<file path="src/rtl/axi_cmd_master.sv">
// rtl/axi_cmd_master.sv - single-outstanding AXI4 master fed by a command/data-stream interface
// Commands are legality-checked against the downstream slave's rules before any bus activity.
module axi_cmd_master #(
  parameter int ADDR_WIDTH = 32,
  parameter int DATA_WIDTH = 32
) (
  input  logic                    ACLK,
  input  logic                    ARESET,
  input  logic                    cmd_valid,
  output logic                    cmd_ready,
  input  logic                    cmd_write,
  input  logic [ADDR_WIDTH-1:0]   cmd_addr,
  input  logic [7:0]              cmd_len,
  input  logic [2:0]              cmd_size,
  input  logic [1:0]              cmd_burst,
  input  logic                    wd_valid,
  output logic                    wd_ready,
  input  logic [DATA_WIDTH-1:0]   wd_data,
  input  logic [DATA_WIDTH/8-1:0] wd_strb,
  output logic                    rd_valid,
  input  logic                    rd_ready,
  output logic [DATA_WIDTH-1:0]   rd_data,
  output logic                    done_valid,
  input  logic                    done_ready,
  output logic [1:0]              done_resp,
  output logic [ADDR_WIDTH-1:0]   AWADDR,
  output logic [7:0]              AWLEN,
  output logic [2:0]              AWSIZE,
  output logic [1:0]              AWBURST,
  output logic                    AWVALID,
  input  logic                    AWREADY,
  output logic [DATA_WIDTH-1:0]   WDATA,
  output logic [DATA_WIDTH/8-1:0] WSTRB,
  output logic                    WLAST,
  output logic                    WVALID,
  input  logic                    WREADY,
  input  logic [1:0]              BRESP,
  input  logic                    BVALID,
  output logic                    BREADY,
  output logic [ADDR_WIDTH-1:0]   ARADDR,
  output logic [7:0]              ARLEN,
  output logic [2:0]              ARSIZE,
  output logic [1:0]              ARBURST,
  output logic                    ARVALID,
  input  logic                    ARREADY,
  input  logic [DATA_WIDTH-1:0]   RDATA,
  input  logic [1:0]              RRESP,
  input  logic                    RLAST,
  input  logic                    RVALID,
  output logic                    RREADY
);

  localparam int SMAX = $clog2(DATA_WIDTH / 8);

  typedef enum logic [2:0] {S_IDLE, S_AW, S_W, S_B, S_AR, S_R, S_DONE} state_t;

  state_t          state;
  logic [7:0]      beat_cnt;
  logic [1:0]      resp_acc;
  logic [ADDR_WIDTH-1:0] align_mask;
  logic [12:0]     burst_end;
  logic            cmd_illegal;
  logic            r_hs;
  logic            r_final_exp;
  logic [1:0]      r_merge;

  function automatic logic [1:0] resp_max(input logic [1:0] a, input logic [1:0] b);
    return (a > b) ? a : b;
  endfunction

  always_comb begin
    align_mask  = (ADDR_WIDTH'(1) << cmd_size) - ADDR_WIDTH'(1);
    burst_end   = {1'b0, cmd_addr[11:0]} + ((13'(cmd_len) + 13'd1) << cmd_size);
    cmd_illegal = (cmd_burst == 2'b11) ||
                  (cmd_size > 3'(SMAX)) ||
                  (|(cmd_addr & align_mask)) ||
                  ((cmd_burst == 2'b10) && !(cmd_len inside {8'd1, 8'd3, 8'd7, 8'd15})) ||
                  (burst_end > 13'd4096);
  end

  // An RLAST that disagrees with the expected final beat is a protocol error merged as SLVERR.
  always_comb begin
    r_hs        = (state == S_R) && RVALID && rd_ready;
    r_final_exp = (beat_cnt == ARLEN);
    r_merge     = resp_max(resp_acc, RRESP);
    if (RLAST != r_final_exp) r_merge = resp_max(r_merge, 2'b10);
  end

  assign cmd_ready = (state == S_IDLE) && !ARESET;
  assign WVALID    = (state == S_W) && wd_valid;
  assign wd_ready  = (state == S_W) && WREADY;
  assign WDATA     = wd_data;
  assign WSTRB     = wd_strb;
  assign WLAST     = (state == S_W) && (beat_cnt == 8'd0);
  assign rd_valid  = (state == S_R) && RVALID;
  assign RREADY    = (state == S_R) && rd_ready;
  assign rd_data   = RDATA;

  always_ff @(posedge ACLK or posedge ARESET) begin
    if (ARESET) begin
      state      <= S_IDLE;
      AWADDR     <= '0;
      AWLEN      <= '0;
      AWSIZE     <= '0;
      AWBURST    <= '0;
      AWVALID    <= 1'b0;
      ARADDR     <= '0;
      ARLEN      <= '0;
      ARSIZE     <= '0;
      ARBURST    <= '0;
      ARVALID    <= 1'b0;
      BREADY     <= 1'b0;
      done_valid <= 1'b0;
      done_resp  <= 2'b00;
      beat_cnt   <= 8'd0;
      resp_acc   <= 2'b00;
    end else begin
      case (state)
        S_IDLE: if (cmd_valid) begin
          resp_acc <= 2'b00;
          if (cmd_illegal) begin
            done_resp  <= 2'b10;
            done_valid <= 1'b1;
            state      <= S_DONE;
          end else if (cmd_write) begin
            AWADDR  <= cmd_addr;
            AWLEN   <= cmd_len;
            AWSIZE  <= cmd_size;
            AWBURST <= cmd_burst;
            AWVALID <= 1'b1;
            state   <= S_AW;
          end else begin
            ARADDR  <= cmd_addr;
            ARLEN   <= cmd_len;
            ARSIZE  <= cmd_size;
            ARBURST <= cmd_burst;
            ARVALID <= 1'b1;
            state   <= S_AR;
          end
        end
        S_AW: if (AWREADY) begin
          AWVALID  <= 1'b0;
          beat_cnt <= AWLEN;
          state    <= S_W;
        end
        S_W: if (WVALID && WREADY) begin
          if (beat_cnt == 8'd0) begin
            BREADY <= 1'b1;
            state  <= S_B;
          end else begin
            beat_cnt <= beat_cnt - 8'd1;
          end
        end
        S_B: if (BVALID) begin
          BREADY     <= 1'b0;
          done_resp  <= BRESP;
          done_valid <= 1'b1;
          state      <= S_DONE;
        end
        S_AR: if (ARREADY) begin
          ARVALID  <= 1'b0;
          beat_cnt <= 8'd0;
          state    <= S_R;
        end
        S_R: if (r_hs) begin
          resp_acc <= r_merge;
          beat_cnt <= beat_cnt + 8'd1;
          // A missing RLAST still terminates the burst after the expected beat count.
          if (RLAST || r_final_exp) begin
            done_resp  <= r_merge;
            done_valid <= 1'b1;
            state      <= S_DONE;
          end
        end
        S_DONE: if (done_ready) begin
          done_valid <= 1'b0;
          state      <= S_IDLE;
        end
        default: state <= S_IDLE;
      endcase
    end
  end

endmodule

</file>
<file path="config.mk">
export PLATFORM = sky130hd
export DESIGN_NAME = axi_cmd_master
export DESIGN_NICKNAME = d
export VERILOG_FILES = /design/src/rtl/axi_cmd_master.sv
export SDC_FILE = /design/constraint.sdc
export NUM_CORES = 1
export LEC_CHECK = 0
export CELL_PAD_IN_SITES_DETAIL_PLACEMENT = 0
export CELL_PAD_IN_SITES_GLOBAL_PLACEMENT = 2
export CORE_MARGIN = 2
export CORE_UTILIZATION = 34
export CTS_CLUSTER_DIAMETER = 80
export DETAILED_ROUTE_END_ITERATION = 8
export DONT_BUFFER_PORTS = 1
export PLACE_DENSITY = 0.79
export SLEW_MARGIN = 20
export SYNTH_ARGS = -nofsm -noshare
export SYNTH_HDL_FRONTEND = slang
export SYNTH_SLANG_ARGS = --single-unit
</file>
<file path="constraint.sdc">
create_clock -name ACLK -period 3.8 [get_ports ACLK]
set_input_delay 0.95 -clock ACLK [delete_from_list [all_inputs] [get_ports ACLK]]
set_output_delay 0.95 -clock ACLK [all_outputs]
set_load 0.01 [all_outputs]
</file>
==> impl_metrics.json <==
{
  "outcome": "complete, but fails checks",
  "violations": "negative setup slack",
  "start_kind": "input port",
  "fmax_ghz": 0.2284,
  "hp-class": "input port to async pin",
  "multi_input_area_um2": 3533,
  "synth-seq-area-share_pct": 40.29,
  "overflow": 0,
  "setup_viol": 98,
  "syn_avg_cell_area_um2": 10.71,
  "gp_congestion": 0.8339,
  "yosysWarningCount": 0,
  "power.internal_w": 0.002877,
  "rr_endpoint": "beat_cnt[7]$_DFFE_PP0P_",
  "synthArstFlopShare_pct": 100.0,
  "pwr-share-comb_pct": 36.6,
  "leakagePower_nw": 3.731,
  "setup_ws_ns": -0.5783,
  "skew_ns": 0.01495,
  "synthTopCellsByArea": "dfrtp_1 (40%), mux2_2 (8.6%), mux2_4 (8.4%)",
  "grt_pass1_vias": 5043,
  "p_total_w": 0.004586,
  "crit_slowest_cell": "or4_4",
  "cts-htree-levels": 3,
  "num_rows": 51,
  "power_density_nw_per_um2": 581.4,
  "drv_cap": 0,
  "track_usage_pct": 17.41,
  "num_vias": 4707,
  "detail-route-antenna-nets": 0,
  "required_ns": 4.04,
  "critPathKind": "input port to register",
  "syn_nets": 789,
  "finalHoldViolations": 0,
  "critical_path_buf_inv_count": 4,
  "cts_tree": "yes",
  "grt_pass1_wl_um": 28870,
  "synthFlopType": "dfrtp_1",
  "post-route-util_pct": 40.39,
  "drive_above_1_share_pct": 35.61,
  "ff2ff_setup_slack_ns": 0.59,
  "die_width_um": 145.1,
  "tightest_slew_ns": 0.7315,
  "seqPwrFrac_pct": 40.6,
  "slew_headroom_pct": 51.23,
  "cpLargestDelayFamily": "simple AND/OR/NAND/NOR gates",
  "drt-vias-per-instance": 5.259,
  "die_h_um": 145.1,
  "clockBufferDepth": 2,
  "min_period_ns": 4.378,
  "ys_ff_latch": 109,
  "fin_nets": 782,
  "slew_viol_final": 0,
  "port_buffers": 0,
  "rr_worst_depth": 11,
  "swShare_pct": 37.26,
  "fill_cells": 1906,
  "grt_max_degree": 83,
  "ioPinCount": 300,
  "drcViolationCount": 0,
  "coreArea_um2": 19530,
  "firstDrtPassIters": 4,
  "cts.sinks": 109,
  "ctsHoldBuffers": 0,
  "crit_chain": "and3_4 > nor2b_4 > nand2_2 > a32o_1 > a21o_1 > mux2_4 > nor2_4 > a21oi_4 > ha_4 > buf_6 > o21a_1 > o32ai_2 > or4_4 > a2111oi_4 > a32o_2 > and4_4 > buf_12 > buf_8 > buf_12 > mux2_4",
  "worstPathMaxFanout": 5,
  "synth_area_um2": 6770,
  "clk_pin_slew_ns": 0.08,
  "start_util_pct": 34.67,
  "die_area_um2": 21060,
  "yosysUniqueCellTypes": 61,
  "yosysTopAreaCell": "dfrtp_1",
  "peakVddDrop_uv": 286.4,
  "cp.arrival_ns": 4.62,
  "first_iter_violations": 230,
  "dp_hpwl_um": 13440,
  "cts_root_buf": "clkbuf_16",
  "postRouteWirelength_um": 19010,
  "synth_common_cells": "dfrtp_1 (109), buf_4 (68), mux2_2 (52), nand2_1 (43), mux2_4 (38)",
  "cts_buffers": 9,
  "crit_path_end_kind": "register",
  "slowest_delay_ns": 0.44,
  "netlist_instances": 632,
  "synth_edf_count": 0,
  "rsz0062_at_grt": "yes",
  "r2r_start": "state[2]$_DFFE_PP0P_",
  "setup_tns_ns": -46.50,
  "antenna_found_initial": 0,
  "fin_crit_sh_pct": 115.2,
  "synth_most_common_cell": "dfrtp_1",
  "insertion_delay_ns": 0.36,
  "syn_to_final_growth_pct": 16.50,
  "synth_top_area_share_pct": 40.29,
  "p_clk_share_pct": 22.9,
  "wire_per_inst_um": 21.24,
  "seqCellArea_um2": 2728,
  "p_sw_w": 0.001709
}
==> repair_timing <==
item | CTS | global route
endpoints found under the setup margin | 98 | 98
pin swaps | 16 | 17
setup buffers | 17 | 7
gates resized for setup | 53 | 17
gates cloned | 5 | 2
==> cell usage in the layout (no fill, tap or decap), types with 3 or more instances in the layout <==
cell       count
buf_12        12
mux2_4        46
ha_4           5
a21o_1         9
nor2_1        32
mux2i_1        6
o21ai_1        4
o21ai_0       21
a22oi_1        8
xnor2_1       11
a211oi_1       3
a21oi_1       26
buf_4         51
o21a_1         5
nor3_1         9
buf_16         4
a21oi_2        4
clkbuf_16     11
nand3_1       12
nor2b_1        7
and3_1         7
nor4_1         6
inv_1         19
a211o_1        3
o211ai_1       4
buf_6          7
dfrtp_1      109
nand2b_1       3
ha_1          20
xor2_1        14
nand2_1       40
mux2_2        44
==> per-layer routing <==
| metal | wire length [µm] | track usage (%) | vias to the layer above |
|---|---|---|---|
| met5 | 0 | 0 | - |
| met4 | 346 | 5.147 | 0 |
| met3 | 1696 | 6.950 | 36 |
| met2 | 8831 | 28.50 | 183 |
| met1 | 8133 | 21.18 | 2322 |
| li1 | - | - | 2166 |
==> layout make-up <==
class,instances,area share [%]
Clock buffer,9,2.855
Clock inverter,6,1.221
Tap cell,265,4.204
Sequential cell,109,34.58
Antenna cell,1,0.03173
Timing Repair Buffer,78,11.31
Multi-Input combinational cell,407,44.80
Inverter,20,0.9994
==> worst reg2reg max path, cell delays in order (launching register included) <==
cell and delay (ns):
dfrtp_1 0.60, nor2b_1 0.22, nand2_1 0.29, ha_1 0.38
a21o_1 0.15, a21oi_1 0.23, nor2b_1 0.08, o21a_1 0.19
o41ai_1 0.38, xnor2_1 0.20, nor4_1 0.07, a311o_1 0.31
==> through the flow <==
step           hold WS, ns  cells  instance area, µm²  setup WS [ns]
2_1_floorplan       0.5168    632                6840         -1.000
6_report            0.5487    895                7888        -0.5783
4_1_cts             0.5572    887                7726        -0.6633
3_3_place_gp        0.5369    850                6875         -1.190
3_5_place_dp        0.5465    850                6875         -1.199
5_1_grt             0.5819    894                7885        -0.7356
==> registers in the layout, summed over array words and instances, names as in the netlist, 2 cells and up <==
name and cells:
beat_cnt 8, AWADDR 32, done_resp 2, AWLEN 8
AWBURST 2, ARADDR 32, ARBURST 2, ARLEN 8
ARSIZE 3, state 3, AWSIZE 3, resp_acc 2
==> kinds of logic (layout without fill, tap and decap cells) <==
family                     after synthesis  in the layout  share of synthesized area [%]
buffers and inverters                  116            113                          11.61
and+or+nand+nor                        137            137                          9.629
other                                    0              1                              0
adders and majority gates               27             27                          5.212
muxes                                   98             98                          18.26
AOI/OAI and AO/OA                      120            120                          11.77
DFF                                    109            109                          40.29
xor gates and xnor gates                25             25                          3.234
==> how the worst max path moves through the flow <==
stage	from	end	depth (start not counted)
6_report	cmd_len[4]	AWADDR[30]$_DFFE_PP0P_	20
3_3_place_gp	cmd_len[0]	AWADDR[14]$_DFFE_PP0P_	18
4_1_cts	cmd_len[3]	AWADDR[24]$_DFFE_PP0P_	20
3_5_place_dp	cmd_len[0]	AWADDR[30]$_DFFE_PP0P_	18
5_1_grt	cmd_len[4]	AWADDR[20]$_DFFE_PP0P_	18
2_1_floorplan	cmd_len[2]	AWADDR[10]$_DFFE_PP0P_	21
==> power groups by stage <==
stage | Sequential [W] | Clock (W) | Combinational, W
after global routing | 0.00190 | 0.00112 | 0.00187
after CTS | 0.00186 | 0.00107 | 0.00163
after floorplan | 0.00176 | 0 | 0.00130
after global placement | 0.00187 | 0 | 0.00151
after detailed placement | 0.00188 | 0 | 0.00155
final | 0.00186 | 0.00105 | 0.00168
Note: power is estimated with default switching activity, not from simulation.
